$ cat src/rtl/snake_pkg.sv
// snake_pkg: shared direction codes, FSM state encoding and direction helper
// for the snake body engine.
package snake_pkg;

  localparam logic [1:0] DIR_UP    = 2'd0;
  localparam logic [1:0] DIR_DOWN  = 2'd1;
  localparam logic [1:0] DIR_LEFT  = 2'd2;
  localparam logic [1:0] DIR_RIGHT = 2'd3;

  typedef enum logic [1:0] {
    ST_RUN   = 2'd0,
    ST_SHIFT = 2'd1,
    ST_CHECK = 2'd2,
    ST_DEAD  = 2'd3
  } snake_state_t;

  // Up/down and left/right pairs differ only in bit 0.
  function automatic logic [1:0] opposite_dir(input logic [1:0] d);
    logic [1:0] o;
    case (d)
      DIR_UP:    o = DIR_DOWN;
      DIR_DOWN:  o = DIR_UP;
      DIR_LEFT:  o = DIR_RIGHT;
      DIR_RIGHT: o = DIR_LEFT;
      default:   o = DIR_LEFT;
    endcase
    return o;
  endfunction

endpackage

$ cat src/rtl/snake_hit_detect.sv
// snake_hit_detect: parallel compare of one point against the segment array.
// Segments below START or at/after len never match.
module snake_hit_detect
  import snake_pkg::*;
#(
  parameter int COORD_W = 11,
  parameter int MAX_LEN = 32,
  parameter int START   = 1
) (
  input  logic [COORD_W-1:0]              px,
  input  logic [COORD_W-1:0]              py,
  input  logic [MAX_LEN-1:0][COORD_W-1:0] seg_x,
  input  logic [MAX_LEN-1:0][COORD_W-1:0] seg_y,
  input  logic [$clog2(MAX_LEN+1)-1:0]    len,
  output logic                            hit
);

  localparam int LW = $clog2(MAX_LEN + 1);

  // OR together all in-range segment matches.
  always_comb begin
    hit = 1'b0;
    for (int i = START; i < MAX_LEN; i++) begin
      if ((LW'(i) < len) && (seg_x[i] == px) && (seg_y[i] == py)) begin
        hit = 1'b1;
      end else begin
        hit = hit;
      end
    end
  end

endmodule

$ cat src/rtl/snake_body_engine.sv
// snake_body_engine: segment register bank and move FSM for the snake game.
// Optional build macro SNAKE_WRAP_EN: walls wrap instead of killing.
module snake_body_engine
  import snake_pkg::*;
#(
  parameter int COORD_W  = 11,
  parameter int MAX_LEN  = 32,
  parameter int INIT_LEN = 4,
  parameter int STEP     = 10,
  parameter int X_MAX    = 630,
  parameter int Y_MAX    = 470,
  parameter int INIT_X   = 320,
  parameter int INIT_Y   = 240
) (
  input  logic                          Snake_clk,
  input  logic                          rst,
  input  logic                          tick,
  input  logic [1:0]                    dir_in,
  input  logic                          grow,
  input  logic [COORD_W-1:0]            qx,
  input  logic [COORD_W-1:0]            qy,
  output logic                          hit_head,
  output logic                          hit_body,
  output logic [COORD_W-1:0]            head_x,
  output logic [COORD_W-1:0]            head_y,
  output logic [$clog2(MAX_LEN+1)-1:0]  len,
  output logic                          dead,
  output logic                          step_done
);

  localparam int LW = $clog2(MAX_LEN + 1);
  localparam logic signed [COORD_W:0] STEP_S  = (COORD_W+1)'(STEP);
  localparam logic signed [COORD_W:0] X_MAX_S = (COORD_W+1)'(X_MAX);
  localparam logic signed [COORD_W:0] Y_MAX_S = (COORD_W+1)'(Y_MAX);
  localparam logic signed [COORD_W:0] ZERO_S  = '0;

  snake_state_t state, state_next;
  logic [1:0] dir;
  logic grow_pending;
  logic [MAX_LEN-1:0][COORD_W-1:0] seg_x;
  logic [MAX_LEN-1:0][COORD_W-1:0] seg_y;
  logic signed [COORD_W:0] nx, ny;
  logic wall_hit, self_hit, query_hit;
  logic latch_dir, shift_en, kill, done;

  // Tail segments beyond the initial body stack onto the last initial one.
  function automatic logic [COORD_W-1:0] init_x(input int i);
    int k;
    k = (i < INIT_LEN) ? i : INIT_LEN - 1;
    return COORD_W'(INIT_X - k * STEP);
  endfunction

  assign head_x = seg_x[0];
  assign head_y = seg_y[0];

  // Head against the rest of the body, used in CHECK.
  snake_hit_detect #(.COORD_W(COORD_W), .MAX_LEN(MAX_LEN), .START(1)) u_self_hit (
    .px(seg_x[0]), .py(seg_y[0]), .seg_x(seg_x), .seg_y(seg_y), .len(len), .hit(self_hit)
  );

  // Renderer query point against the body.
  snake_hit_detect #(.COORD_W(COORD_W), .MAX_LEN(MAX_LEN), .START(1)) u_query_hit (
    .px(qx), .py(qy), .seg_x(seg_x), .seg_y(seg_y), .len(len), .hit(query_hit)
  );

  // Candidate next head in signed arithmetic, with wall handling.
  always_comb begin
    nx = $signed({1'b0, seg_x[0]});
    ny = $signed({1'b0, seg_y[0]});
    case (dir)
      DIR_UP:    ny = ny - STEP_S;
      DIR_DOWN:  ny = ny + STEP_S;
      DIR_LEFT:  nx = nx - STEP_S;
      DIR_RIGHT: nx = nx + STEP_S;
      default:   nx = nx;
    endcase
`ifdef SNAKE_WRAP_EN
    wall_hit = 1'b0;
    if (nx < ZERO_S) nx = X_MAX_S;
    else if (nx > X_MAX_S) nx = ZERO_S;
    else nx = nx;
    if (ny < ZERO_S) ny = Y_MAX_S;
    else if (ny > Y_MAX_S) ny = ZERO_S;
    else ny = ny;
`else
    wall_hit = (nx < ZERO_S) || (nx > X_MAX_S) || (ny < ZERO_S) || (ny > Y_MAX_S);
`endif
  end

  // Next-state and per-state control strobes.
  always_comb begin
    state_next = state;
    latch_dir  = 1'b0;
    shift_en   = 1'b0;
    kill       = 1'b0;
    done       = 1'b0;
    case (state)
      ST_RUN: begin
        if (tick) begin
          latch_dir  = 1'b1;
          state_next = ST_SHIFT;
        end else begin
          state_next = ST_RUN;
        end
      end
      ST_SHIFT: begin
        if (wall_hit) begin
          kill       = 1'b1;
          state_next = ST_DEAD;
        end else begin
          shift_en   = 1'b1;
          state_next = ST_CHECK;
        end
      end
      ST_CHECK: begin
        if (self_hit) begin
          kill       = 1'b1;
          state_next = ST_DEAD;
        end else begin
          done       = 1'b1;
          state_next = ST_RUN;
        end
      end
      ST_DEAD: state_next = ST_DEAD;
      default: state_next = ST_RUN;
    endcase
  end

  // FSM state register.
  always_ff @(posedge Snake_clk) begin
    if (rst) state <= ST_RUN;
    else     state <= state_next;
  end

  // Segment bank, direction, length, growth and status flags.
  always_ff @(posedge Snake_clk) begin
    if (rst) begin
      for (int i = 0; i < MAX_LEN; i++) begin
        seg_x[i] <= init_x(i);
        seg_y[i] <= COORD_W'(INIT_Y);
      end
      dir          <= DIR_RIGHT;
      len          <= LW'(INIT_LEN);
      grow_pending <= 1'b0;
      dead         <= 1'b0;
      step_done    <= 1'b0;
    end else begin
      step_done <= done;
      if (kill) dead <= 1'b1;
      if (latch_dir && (dir_in != opposite_dir(dir))) dir <= dir_in;
      if (shift_en) begin
        for (int i = 1; i < MAX_LEN; i++) begin
          seg_x[i] <= seg_x[i-1];
          seg_y[i] <= seg_y[i-1];
        end
        seg_x[0] <= nx[COORD_W-1:0];
        seg_y[0] <= ny[COORD_W-1:0];
        if (grow_pending && (len < LW'(MAX_LEN))) len <= len + LW'(1);
      end
      // A grow arriving during the consuming SHIFT carries to the next move.
      if (state != ST_DEAD) grow_pending <= shift_en ? grow : (grow_pending | grow);
    end
  end

  // Registered query results.
  always_ff @(posedge Snake_clk) begin
    if (rst) begin
      hit_head <= 1'b0;
      hit_body <= 1'b0;
    end else begin
      hit_head <= (qx == seg_x[0]) && (qy == seg_y[0]);
      hit_body <= query_hit;
    end
  end

endmodule

$ cat config.mk
export PLATFORM = sky130hd
export DESIGN_NAME = snake_body_engine
export DESIGN_NICKNAME = d
export VERILOG_FILES = /design/src/rtl/snake_pkg.sv /design/src/rtl/snake_hit_detect.sv /design/src/rtl/snake_body_engine.sv
export SDC_FILE = /design/constraint.sdc
export NUM_CORES = 2
export LEC_CHECK = 0
export BUFFER_PORTS_ARGS = -buffer_cell sky130_fd_sc_hd__buf_2
export CORE_ASPECT_RATIO = 1.75
export CORE_MARGIN = 1.5
export CORE_UTILIZATION = 46
export CTS_CLUSTER_DIAMETER = 120
export CTS_CLUSTER_SIZE = 14
export DETAILED_ROUTE_END_ITERATION = 12
export SLEW_MARGIN = 10
export SYNTH_ARGS = -nofsm -noshare
export SYNTH_HDL_FRONTEND = slang
export SYNTH_SLANG_ARGS = --single-unit
$ cat constraint.sdc
create_clock -name Snake_clk -period 8.2 [get_ports Snake_clk]
set_clock_uncertainty 0.15 [all_clocks]
set_input_delay 0 -clock Snake_clk [delete_from_list [all_inputs] [get_ports Snake_clk]]
set_output_delay 0 -clock Snake_clk [all_outputs]
set_load 0.02 [all_outputs]
# --- Word-level counts from Yosys, hierarchy flattened ---
# Index checks and enable logic that the tools add are counted.
word_totals:
  output_inout_bits: 32
  regBits: 719
  word_cells: 462
  inputBits: 28
classes:
  n_lt_le_gt_ge: 36
  eq_ne: 134
  n_bitwise: 2
  add_sub_neg: 5
  n_reduce_logical: 134
  mux: 79
op_table:
  columns: ["op", "count"]
  rows:
  - ["$eq 11x11->1", 126]
  - ["$logic_and 1x1->1", 127]
  - ["$lt 5x6->1 const A", 16]
  - ["$mux 1", 72]
  - ["$lt 4x6->1 const A", 8]
  - ["$pmux 12 s2", 2]
  - ["$add 11x4->12 const B", 2]
  - ["$lt 12x1->1 const B", 2]
  - ["$lt 3x6->1 const A", 4]
  - ["$sub 11x4->12 const B", 2]
  - ["$pmux 2 s4", 2]
  - ["$gt 12x10->1 const B", 1]
  - ["$gt 12x11->1 const B", 1]
  - ["$lt 2x6->1 const A", 2]
  - ["$eq 2x2->1 const B", 4]
  - ["$add 6x1->6 const B", 1]
  - ["$lt 1x6->1 const A", 1]
  - ["$lt 6x6->1 const B", 1]
  - ["$eq 2x1->1 const B", 2]
  - ["$logic_not 2->1", 2]
  - ["$mux 2", 2]
  - ["$logic_or 1x1->1", 3]
  - ["$ne 2x2->1", 1]
  - ["$ne 2x2->1 const B", 1]
  - ["other kinds (5)", 5]

# --- Logic depth before layout (Yosys ltp) ---
depth:
  word_depth: 36
  ltp_mapped: 16

# --- Modules after synthesis ---
# A second synthesis with hierarchy kept.
unflattened:
  cells_unflattened: 5335
  area_unflattened_um2: 43122.6
by_module_without_submodules:
  columns: ["mod", "area_each_um2", "cells_per_inst", "n_inst"]
  rows:
  - ["snake_body_engine", 26371.5, 3203, 1]
  - ["snake_hit_detect", 8375.5, 1066, 2]

# --- Worst setup path after synthesis ---
# OpenSTA, ideal clock, no wires.
synth_path:
  path_type: "flip-flop to flip-flop"
  start: "register dir[1]"
  end: "register seg_y (netlist bit head_y[1])"
  path_slack_ps: 4188
  n_path_buf: 2
  stages_incl_launch_ff: 14
  synth_period_minus_slack_ps: 4012
  arrival_ps: 3741
  required_ps: 7929
  path_cell_list: "dfxtp_1 clkbuf_1 clkbuf_1 nand2_1 inv_1 ha_1 nor2b_1 o311a_4 o21a_1 o31a_1 o311ai_4 o211ai_4 nor4_4 mux2_4"
synth_between:
  elab_chain_cells: 8
  word_cells_on_any_way: 15
synth_rtl:
  columns: ["item", "line", "rtl"]
  rows:
  - ["start, declared", "snake_body_engine.sv:38", "logic [1:0] dir;"]
  - ["start signal, assigned", "snake_body_engine.sv:150", "if (latch_dir && (dir_in != opposite_dir(dir))) dir <= dir_in;"]
  - ["$eq 2x2->1", "snake_body_engine.sv:70", "case (dir)"]
  - ["$pmux 12 s2", "snake_body_engine.sv:70", null]
  - ["$lt 12x1->1 / $gt 12x11->1 (equally long branches)", "snake_body_engine.sv:86", "wall_hit = (nx < ZERO_S) || (nx > X_MAX_S) || (ny < ZERO_S) || (ny > Y_MAX_S);"]
  - ["$logic_or 1x1->1 (3 in series)", "snake_body_engine.sv:86", null]
  - ["$mux 1", "snake_body_engine.sv:107", "if (wall_hit) begin"]
  - ["$mux 1", "snake_body_engine.sv:97", "case (state)"]
  - ["end signal, assigned by index", "snake_body_engine.sv:140", "seg_y[i] <= COORD_W'(INIT_Y);"]
  - ["end signal, assigned by index", "snake_body_engine.sv:154", "seg_y[i] <= seg_y[i-1];"]
  - ["end, declared", "snake_body_engine.sv:41", "logic [MAX_LEN-1:0][COORD_W-1:0] seg_y;"]
# Several ways; a longest one is shown, not always the timed one.
# A chain may end at the register's enable or synchronous reset.

# --- Worst setup path in the final report ---
layout_path:
  start: "register dir[1]"
  end: "register seg_x[12] in the netlist's numbering"
layout_between:
  elab_chain_cells: 8
  word_cells_on_any_way: 15
layout_rtl:
  columns: ["item", "line", "rtl"]
  rows:
  - ["$eq 2x2->1", "snake_body_engine.sv:70", null]
  - ["$pmux 12 s2", "snake_body_engine.sv:70", null]
  - ["$lt 12x1->1 / $gt 12x11->1 (equally long branches)", "snake_body_engine.sv:86", null]
  - ["$logic_or 1x1->1 (2 in series)", "snake_body_engine.sv:86", null]
  - ["$logic_or 1x1->1 (*)", "snake_body_engine.sv:86", null]
  - ["$mux 1 (*)", "snake_body_engine.sv:107", null]
  - ["$mux 1 (*)", "snake_body_engine.sv:97", null]
  - ["end signal, assigned by index", "snake_body_engine.sv:139", "seg_x[i] <= init_x(i);"]
  - ["end signal, assigned by index", "snake_body_engine.sv:153", "seg_x[i] <= seg_x[i-1];"]
  - ["end, declared", "snake_body_engine.sv:40", "logic [MAX_LEN-1:0][COORD_W-1:0] seg_x;"]
# Every way passes the cells marked *; elsewhere a longest branch is shown, timed or not.

==> out/results.env <==
DETAILEDPLACEMENTHPWL_UM=116000
CRIT_PATH_TOP_DELAY_CELL='o211ai_4'
ANTENNA_FOUND_INITIAL=7
CTS_POST_SETUP_BUFFERS_INSERTED=0
RSZ0062_AT_GRT='false'
DOMINANT_SYNTHESIZED_FLOP_CELL='dfxtp_1'
CTS_REPAIR_RESIZE_COUNT=0
DIEAREA_UM2=96500
YOSYSWARNINGS=0
SYNTH_TOP_AREA_CELL='dfxtp_1'
DIE_H_UM=410
FIN_CRIT_SH_PCT=67.2
STARTPOINT_TYPE='flop'
POWER.NET_SWITCHING_mW=5.04
MAXCLOCKFREQUENCY_GHz=0.181
GLOBALROUTE.TOTALOVERFLOW=0
MULTIINPUTGATEAREA_UM2=27500
CLKTRANSATPATHREGS_NS=0.07
FILLERINSTANCES=9250
MET3_TRACK_UTILIZATION_FROM_GLOBAL_ROUTING_PCT=10.6
CTS-BUFFERS-INSERTED=52
CHIPWIDTH_UM=236
R2R-END='seg_x[12]$_SDFFE_PP1P_'
R2R_SLACK_NS=2.69
BUSIEST_LAYER='met2'
LAYOUT_COMMON_CELLS='xor2_1, dfxtp_1, nand4_1, nor4_1, a21oi_1'
MAX_SLEW.WORST_PIN.SLEW_NS=1.36
AVG_INST_SIZE_SYNTH_UM2=8.28
REG2REG_FROM='dir[1]$_SDFFE_PP1P_'
FP-ROW-COUNT=149
SLEW_HEADROOM_PCT=8.73
SYN_TO_FINAL_GROWTH_PCT=3.73
DRIVE_GT1_SHARE_PCT=5.52
CRITICAL_PATH.CELL_CHAIN='inv_1, nand2_1, inv_1, ha_1, o21ai_0, o21bai_1, a21oi_1, xnor2_1, a41oi_2, o211ai_4, buf_12, buf_12, nor4_1, o21ai_0'
FF_LATCH_AREA_UM2=13200
MAX-CLOCK-PATH-BUFFERS=3
TRITONCTS_NUM_SINKS=655
SYNTH_SEQUENTIAL_AREA_RATIO_PCT=30.1
DRTANTENNAVIOLNETS=0
PLACEMENT.IO_BUFFERS=57
USE_MET2_PCT=61.5
TOTAL_POWER_mW=10.1
WORSTPATHBUFFERINVERTERCOUNT=4
CRITPATHMAXFANOUT=123
CLOCKPOWERSHARE_PCT=24.3
GPL.FINAL_WEIGHTED_CONGESTION=0.946
GRT_MAX_DEGREE=201
CTS-ROOT-BUF='clkbuf_16'
DR_TOTAL_VIAS=44500
VIA_PER_INST=7.40
MIN_DELAY_PATH_DEPTH=4
RR_WORST_DEPTH=14
WL_PER_CELL_UM=33.6
END_KIND='flop'
WORST_PATH_DOMINANT_CELL_FAMILY='compound AO/OA/AOI/OAI gates'
GRT_FIRST_PASS_WIRELENGTH_UM=293000
OUTCOME='finished, final reports clean'
TRACK_USAGE_PCT=40.2
POWER_DENSITY_nW_PER_UM2=224
HOLD_SLACK_NS=0.0257
FINALSETUPVIOLATIONS=0
SYNTH.TOP_CELLS.BY_AREA='dfxtp_1, xor2_1, xnor2_1'
CLK_LAT_WORST_SKEW_NS=0.68
TIMING.FINAL.HOLD_VIOLATIONS=0
CELL_INTERNAL_POWER_DISSIPATION_mW=5.06
PERIOD_MINUS_SLACK_NS=5.51
TIMING.HOLD.WORST_ENDPOINT='grow_pending$_SDFFE_PP0N_'
SYNTH_EDF_COUNT=0
CTS_TREE='built'
SYNTH-ASYNC-RESET-RATIO_PCT=0
CRIT_TYPE='flop to flop'
TIMING.CRITICAL_PATH.ARRIVAL_NS=5.94
SYNTH_SEQ_CELLS=655
DRC_MARKER_COUNT_FROM_THE_FIRST_DETAILED_ROUTE_ITERATION=5878
FP.COREAREA_UM2=94000
FIN_NETS=4852
WORST-ENDPOINT-REQUIRED_NS=8.63
P_LEAK_nW=15.8
YS_TYPES=70
HOLD_CLASS='input port to flop'
SEQUENTIAL_SHARE_OF_POWER_PCT=33.0
GLOBAL_ROUTE.USAGE.MET1_PCT=45.6
SYNTH_TOP_AREA_SHARE_PCT=30.1
SWSHARE_PCT=49.9
FINALSETUPTNS_NS=0
TIMING_MAX_TRANSITION_VIOLATIONS_FINAL=0
FIRST_GLOBAL_VIAS=41900
RESIDUAL_DRC=0
P_COMB_SHARE_PCT=42.7
SYN_INST=5257
MAX_CAP_VIOL_COUNT=0
DRT_PRE_ANTENNA_ITERS=8
SYNTH_AREA_UM2=43500
POST-ROUTE-WORST-SETUP-SLACK_NS=2.69
POWER.IR.VDD_WORST_uV=340
POSTROUTEWIRELENGTH_UM=202000
CTS.HTREE.LEVELS=2
LAYOUT_COMMONEST_CELL='xor2_1'
MAX_STAGE_DELAY_NS=0.77
FLOORPLAN.INITIALDENSITY_PCT=46.3
DP_WORST_SETUP_SLACK_NS=2.83
DESIGN.PORTCOUNT=60
HOLD_WC_STARTPOINT='grow'
==> timing repair <==
item,CTS,global route
endpoints found under the hold margin,124,0
hold buffers,10,0
endpoints found under the setup margin,0,0
==> state kept, by name, indices dropped and copies added (netlist names) <==
signal        cells
dead              1
dir               2
grow_pending      1
head_x           10
head_y           10
hit_body          1
hit_head          1
len               6
seg_x           310
seg_y           310
state             2
step_done         1
==> power by group through the flow <==
stage | clock network (mW) | logic (mW) | registers (mW)
CTS | 2.45 | 4.14 | 3.32
floorplan | 0 | 3.08 | 3.31
global route | 2.56 | 4.45 | 3.33
detailed placement | 0 | 4.13 | 3.40
global placement | 0 | 4.12 | 3.40
finish | 2.46 | 4.31 | 3.33
==> final cells by class <==
class                           instances  area share (%)
Multi-Input combinational cell       3893            60.9
Inverter                               22           0.211
Timing Repair Buffer                  172            3.23
Clock buffer                           58            3.03
Antenna cell                            2          0.0111
Tap cell                             1208            3.35
Sequential cell                       655            29.2
Clock inverter                          2          0.0471
==> cell families (layout without fill, tap and decap cells) <==
kind of cell	after synthesis	in the layout	synth area share [%]
xor+xnor	1272	1272	25.6
simple gates	1214	1214	16.8
mux	20	20	0.495
other cells	1	4	0.00862
buf+inv	710	254	6.83
compound gates	1357	1357	19.3
fa+ha+maj	28	28	0.840
flops	655	655	30.1
==> cell usage after synthesis, types with 20 or more instances <==
cell and number:
a21oi_1 418, a31oi_1 226, buf_1 87, buf_2 148, buf_4 25, clkbuf_1 424
dfxtp_1 655, ha_1 26, inv_1 20, nand2_1 50, nand3_1 29, nand4_1 550
nor2_1 54, nor3_1 26, nor4_1 464, o21ai_0 113, o21ai_1 121, o31ai_1 402
xnor2_1 407, xor2_1 865
==> metal layers <==
| metal | up-vias | wire length (um) |
|---|---|---|
| met4 | 10 | 22500 |
| met2 | 3015 | 88100 |
| li1 | 18600 | - |
| met3 | 1190 | 21100 |
| met1 | 21700 | 70100 |
| met5 | - | 68 |
==> worst register-to-register path, stage by stage, from the launching register on <==
cell and delay [ns]:
dfxtp_1 0.73, inv_1 0.34, nand2_1 0.35, inv_1 0.13, ha_1 0.36, o21ai_0 0.10, o21bai_1 0.28, a21oi_1 0.15
xnor2_1 0.31, a41oi_2 0.23, o211ai_4 0.77, buf_12 0.51, buf_12 0.57, nor4_1 0.25, o21ai_0 0.20
==> worst max path at each step <==
stage,startpoint,end,slack [ns],cells past startpoint
after floorplan,dir[1]$_SDFFE_PP1P_,head_y[1]$_SDFFE_PP0P_,4.19,13
after global placement,dir[1]$_SDFFE_PP1P_,seg_x[251]$_SDFFE_PP0P_,2.94,14
after detailed placement,dir[1]$_SDFFE_PP1P_,seg_x[287]$_SDFFE_PP1P_,2.83,14
after CTS,dir[1]$_SDFFE_PP1P_,seg_x[262]$_SDFFE_PP0P_,2.83,14
after global routing,dir[1]$_SDFFE_PP1P_,seg_y[266]$_SDFFE_PP0P_,2.36,14
final,dir[1]$_SDFFE_PP1P_,seg_x[12]$_SDFFE_PP1P_,2.69,14
==> through the flow <==
stage,cells,util [%],instance area (um^2)
floorplan,5258,-,43500
global placement,5939,46.4,43600
detailed placement,5939,46.4,43600
CTS,6009,48.0,45100
global route,6010,48.0,45100
finish,6012,48.0,45100
Note: power is estimated with default switching activity, not from simulation.
